[config.mk]
export PLATFORM = sky130hd
export DESIGN_NAME = rv32_mod_fetch
export DESIGN_NICKNAME = d
export VERILOG_FILES = /design/src/rtl/rv32_mod_fetch.sv
export SDC_FILE = /design/constraint.sdc
export NUM_CORES = 1
export LEC_CHECK = 0
export ABC_CLOCK_PERIOD_IN_PS = 4040
export CELL_PAD_IN_SITES_DETAIL_PLACEMENT = 1
export CELL_PAD_IN_SITES_GLOBAL_PLACEMENT = 1
export CORE_MARGIN = 1
export CORE_UTILIZATION = 38
export DETAILED_ROUTE_END_ITERATION = 6
export GPL_ROUTABILITY_DRIVEN = 1
export PLACE_DENSITY_LB_ADDON = 0.2
export SYNTH_ARGS = -nofsm -noshare
export SYNTH_HDL_FRONTEND = slang
export SYNTH_SLANG_ARGS = --single-unit
[constraint.sdc]
create_clock -name clk -period 4.04 [get_ports clk]
set_input_delay 0.404 -clock clk [delete_from_list [all_inputs] [get_ports clk]]
set_output_delay 0.404 -clock clk [all_outputs]
set_load 0.005 [all_outputs]
[src/rtl/rv32_mod_fetch.sv]
// Instruction fetch stage: owns the PC, fetches RV32/RVC instructions over a
// word-aligned memory port, reassembles straddling instructions, and redirects on branches.
module rv32_mod_fetch #(
  parameter logic [31:0] RESET_PC = 32'h0000_0000
) (
  input  logic        clk,
  input  logic        rstn,
  output logic        imem_req,
  output logic [31:0] imem_addr,
  input  logic        imem_ack,
  input  logic [31:0] imem_rdata,
  output logic        instr_valid,
  input  logic        instr_ready,
  output logic [31:0] instr,
  output logic [31:0] instr_pc,
  output logic        instr_is_c,
  input  logic        branch_taken,
  input  logic [31:0] branch_target,
  output logic        fetch_fault
);

  typedef enum logic [1:0] {
    FETCH_LO,
    FETCH_HI,
    HOLD,
    FAULT
  } state_e;

  state_e      state_q, state_d;
  logic [31:0] pc_q, pc_d;
  logic [31:0] buf_q, buf_d;
  logic [29:0] tag_q, tag_d;
  logic        buf_valid_q, buf_valid_d;
  logic [15:0] lo_q, lo_d;
  logic        req_q, req_d;
  logic [31:0] addr_q, addr_d;
  logic [31:0] instr_q, instr_d;
  logic [31:0] ipc_q, ipc_d;
  logic        is_c_q, is_c_d;
  logic        fault_q, fault_d;

  logic [15:0] ack_half;
  logic [31:0] next_pc;
  logic        hit;
  logic [15:0] buf_half;
  logic        buf_half_c;
  logic        retire;

  always_comb begin
    state_d     = state_q;
    pc_d        = pc_q;
    buf_d       = buf_q;
    tag_d       = tag_q;
    buf_valid_d = buf_valid_q;
    lo_d        = lo_q;
    req_d       = req_q;
    addr_d      = addr_q;
    instr_d     = instr_q;
    ipc_d       = ipc_q;
    is_c_d      = is_c_q;
    fault_d     = fault_q;

    ack_half   = pc_q[1] ? imem_rdata[31:16] : imem_rdata[15:0];
    retire     = (state_q == HOLD) && instr_ready;
    next_pc    = branch_taken ? branch_target : pc_q + (is_c_q ? 32'd2 : 32'd4);
    // A taken branch discards the buffer even when its tag would match.
    hit        = buf_valid_q && !branch_taken && (tag_q == next_pc[31:2]);
    buf_half   = next_pc[1] ? buf_q[31:16] : buf_q[15:0];
    buf_half_c = (buf_half[1:0] != 2'b11);

    case (state_q)
      FETCH_LO: begin
        if (!req_q) begin
          req_d  = 1'b1;
          addr_d = {pc_q[31:2], 2'b00};
        end else if (imem_ack) begin
          buf_d       = imem_rdata;
          tag_d       = pc_q[31:2];
          buf_valid_d = 1'b1;
          ipc_d       = pc_q;
          if (ack_half[1:0] != 2'b11) begin
            instr_d = {16'h0000, ack_half};
            is_c_d  = 1'b1;
            req_d   = 1'b0;
            state_d = HOLD;
          end else if (!pc_q[1]) begin
            instr_d = imem_rdata;
            is_c_d  = 1'b0;
            req_d   = 1'b0;
            state_d = HOLD;
          end else begin
            lo_d    = ack_half;
            addr_d  = {pc_q[31:2] + 30'd1, 2'b00};
            state_d = FETCH_HI;
          end
        end
      end

      FETCH_HI: begin
        if (!req_q) begin
          req_d  = 1'b1;
          addr_d = {pc_q[31:2] + 30'd1, 2'b00};
        end else if (imem_ack) begin
          instr_d     = {imem_rdata[15:0], lo_q};
          is_c_d      = 1'b0;
          ipc_d       = pc_q;
          buf_d       = imem_rdata;
          tag_d       = pc_q[31:2] + 30'd1;
          buf_valid_d = 1'b1;
          req_d       = 1'b0;
          state_d     = HOLD;
        end
      end

      HOLD: begin
        if (retire) begin
          pc_d = next_pc;
          if (branch_taken) begin
            buf_valid_d = 1'b0;
          end
          if (next_pc[0]) begin
            fault_d = 1'b1;
            state_d = FAULT;
          end else if (hit && (buf_half_c || !next_pc[1])) begin
            instr_d = buf_half_c ? {16'h0000, buf_half} : buf_q;
            is_c_d  = buf_half_c;
            ipc_d   = next_pc;
          end else if (hit && next_pc[1]) begin
            lo_d    = buf_half;
            req_d   = 1'b1;
            addr_d  = {next_pc[31:2] + 30'd1, 2'b00};
            state_d = FETCH_HI;
          end else begin
            req_d   = 1'b1;
            addr_d  = {next_pc[31:2], 2'b00};
            state_d = FETCH_LO;
          end
        end
      end

      FAULT: begin
        req_d = 1'b0;
      end

      default: state_d = FAULT;
    endcase
  end

  always_ff @(posedge clk) begin
    if (!rstn) begin
      state_q     <= FETCH_LO;
      pc_q        <= RESET_PC;
      buf_q       <= '0;
      tag_q       <= '0;
      buf_valid_q <= 1'b0;
      lo_q        <= '0;
      req_q       <= 1'b0;
      addr_q      <= '0;
      instr_q     <= '0;
      ipc_q       <= '0;
      is_c_q      <= 1'b0;
      fault_q     <= 1'b0;
    end else begin
      state_q     <= state_d;
      pc_q        <= pc_d;
      buf_q       <= buf_d;
      tag_q       <= tag_d;
      buf_valid_q <= buf_valid_d;
      lo_q        <= lo_d;
      req_q       <= req_d;
      addr_q      <= addr_d;
      instr_q     <= instr_d;
      ipc_q       <= ipc_d;
      is_c_q      <= is_c_d;
      fault_q     <= fault_d;
    end
  end

  assign imem_req    = req_q;
  assign imem_addr   = addr_q;
  assign instr_valid = (state_q == HOLD);
  assign instr       = instr_q;
  assign instr_pc    = ipc_q;
  assign instr_is_c  = is_c_q;
  assign fetch_fault = fault_q;

endmodule

==> results.cfg <==
[worst_setup_path]
worstReg2RegStart = instr_is_c
endpoint_kind = register
start_kind = register
crit_fanout = 7
r2r-end = instr[24]
worstPathRequired_ns = 4.51
cp_data_arrival_time_ns = 5.08
r2r_slack_ns = -0.57
r2r_cells = 21
crit_type = reg -> reg

[sta]
slew_viol_final = 0
worst_slack_ns = -0.5699
fin_crit_ns = 4.610
worstMarginPinSlew_ns = 1.200
max_slew_margin_pct = 19.66
grt_setup_unrepaired = yes
hold_viol = 0
finalSetupViolCount = 113
fin_crit_sh_pct = 114.1
skew_ns = 0.01873
fmax_mhz = 216.9

[cts]
numCtsBuffers = 27
insertion_delay_ns = 0.58
cts_tree = yes
path_clk_slew_ns = 0.06
clk_path_buf_depth = 3
h-tree-depth = 1
hold_buffers = 0
cts_sinks = 210
cts_root_buffer = clkbuf_16

[synth]
async_reset_ff_share_pct = 0
synth-main-ff-cell = dfxtp_1
synth-xor-area-share_pct = 6.403
synth-seq-area-share_pct = 28.20
synth_seq_cells = 210
synth_compound_area_share_pct = 25.42
syn_inst = 2031
synth_top_area_share_pct = 28.20
postSynthAreaPerCell_um2 = 7.341
yosys.cell_count.top_type = nor2_1
ys_types = 86
synthMuxAreaShare_pct = 5.001
synthTopCellsByArea = dfxtp_1 (28%), nor2_1 (6.8%), nand2_1 (6.2%)
synth_edf_count = 0
yosys.area_share.simple_pct = 28.00
synthAdderAreaFrac_pct = 0.8895
synth_top_cell_by_area = dfxtp_1
synth_common_cells = nor2_1 (272), nand2_1 (248), dfxtp_1 (210), a21oi_1 (173), clkbuf_1 (133)
synth_area_um2 = 14910
synth_top_family_by_area = simple AND/OR/NAND/NOR gates
ys_warn_count = 0

[worst_hold_path]
holdPathStages = 2
holdPathEnd = lo_q[1]
hold_start = rstn
hold_class = in -> reg

[die]
start_util_pct = 38.58
ioPinCount = 169
core_um2 = 38650
num_rows = 72
die_area_um2 = 40030
die_h_um = 200.1
dieWidth_um = 200.1

[routing]
drc_errors = 0
routed_wl_mm = 84.99
via_per_inst = 6.349
drtPass1Iterations = 5
drtIter0Drc = 1766
postRouteAntennaNets = 0
via_count = 18906
wl_per_cell_um = 28.54

[placement]
dp_hpwl_mm = 59.12
place_area_um2 = 19280
place_ws_ns = -0.7211
dp_cells = 2861
port_buffers = 166
place.gp.congestion = 1.031

[global_routing]
antenna_found_initial = 0
grt_usage_pct = 41.41
grt_pass1_wl_mm = 123.1
grt_pass1_vias = 18725
grt_max_degree = 103
overflow = 0

[run]
maxCapViolations = 0

[power_and_ir_drop]
p_sw_uw = 6058
seqPwrFrac_pct = 23.3
peakVddDrop_mv = 0.4369
swShare_pct = 44.96
pwr-share-clk_pct = 19.3
power_frac_comb_pct = 57.4
total_power_uw = 13470
p_leak_uw = 0.008413
power_density_nw_per_um2 = 604.3
p_int_uw = 7416

[outcome]
outcome = finished, violations left
violations = negative setup slack

[finish]
final_area_um2 = 22300
nNetsFinal = 2519
drive_gt1_share_pct = 27.80
diodes = 0
syn_to_final_growth_pct = 49.55
stdcell_count = 2978
[cell families (layout without fill, tap and decap cells)]
logic type               count (synthesis)  count (layout)
AO/OA/AOI/OAI                          541             541
other                                    1               2
flip-flops                             210             210
buffers and inverters                  222             650
AND/OR/NAND/NOR                        865             865
adder cells (fa/ha/maj)                 10              10
XOR/XNOR                               109             109
multiplexers                            73              73
[cells in the final DEF (no fill, tap or decap), types with 50 or more instances in the layout]
| master | instances |
|---|---|
| a211oi_1 | 50 |
| dfxtp_1 | 207 |
| clkdlybuf4s50_1 | 164 |
| xnor2_1 | 59 |
| nor2_1 | 266 |
| nand2_1 | 246 |
| nor3_1 | 57 |
| buf_4 | 341 |
| a21oi_1 | 153 |
| mux2i_1 | 56 |
[repair_timing]
action	in CTS	in global routing
pin swaps	88	40
buffers inserted	50	16
setup endpoints to repair	114	114
resized for setup	178	90
cloned	5	2
hold endpoints to repair	0	0
[state kept, by name, indices dropped and copies added, names as in the netlist]
name,count
buf_q,32
pc_q,32
buf_valid_q,1
imem_req,1
tag_q,30
instr_pc,32
instr,32
imem_addr,30
fetch_fault,1
state_q,2
instr_is_c,1
lo_q,16
[power groups by stage]
stage	Clock [µW]	Combinational (µW)	Sequential, µW
after floorplan	0	3260	2960
after global placement	0	6160	3080
after detailed placement	0	6290	3100
after CTS	2610	7010	3090
after global routing	2680	8100	3190
final	2600	7730	3140
[how the worst max path moves through the flow]
| stage | startpoint | to | slack (ns) | cells after the start |
|---|---|---|---|---|
| floorplan | instr_is_c | imem_addr[17] | -0.04 | 15 |
| global placement | instr_is_c | instr[3] | -0.61 | 16 |
| detailed placement | instr_is_c | instr[3] | -0.72 | 16 |
| CTS | instr_is_c | instr_pc[26] | -0.31 | 18 |
| global route | instr_is_c | instr[24] | -0.69 | 20 |
| finish | instr_is_c | instr[24] | -0.57 | 21 |
[per-layer routing]
metal  vias up  routed length (µm)  global-route usage (%)
met5         -                   0                       0
met4         0                4512                   19.34
met3       258                6624                   5.225
met2       997               37340                   64.29
met1      9443               36520                   56.86
li1       8208                   -                       -
[through the flow]
step	TNS (ns)	hold slack [ns]	utilization [%]
after floorplan	-0.04254	0.4350	-
after global placement	-46.34	0.4450	49.89
after detailed placement	-63.02	0.4548	49.89
after CTS	-23.63	0.3281	56.16
after global routing	-52.45	0.3652	57.70
final	-37.24	0.3543	57.70
[critical path: stages, from the launching register on]
cell       delay, ns
dfxtp_4         0.37
ha_4            0.15
inv_2           0.04
fa_2            0.34
nand3b_1        0.27
buf_6           0.19
buf_6           0.12
mux2i_4         0.18
and3_1          0.18
a311oi_2        0.25
buf_4           0.18
o2111ai_4       0.09
or4_4           0.57
buf_6           0.16
nor4_4          0.26
buf_4           0.17
or2_4           0.22
buf_12          0.14
buf_12          0.11
buf_12          0.14
a21oi_1         0.09
nor3_1          0.26
[cell type report]
| class | count | area (µm²) |
|---|---|---|
| inverters | 29 | 113.9 |
| clock buffers | 36 | 770.7 |
| flip-flops and latches | 210 | 4210 |
| fillers | 4572 | 16350 |
| repair buffers | 572 | 5264 |
| multi-input cells | 1600 | 11130 |
| clock inverters | 13 | 158.9 |
| well taps | 518 | 648.1 |
No activity file was read; power rests on OpenSTA's default activity.
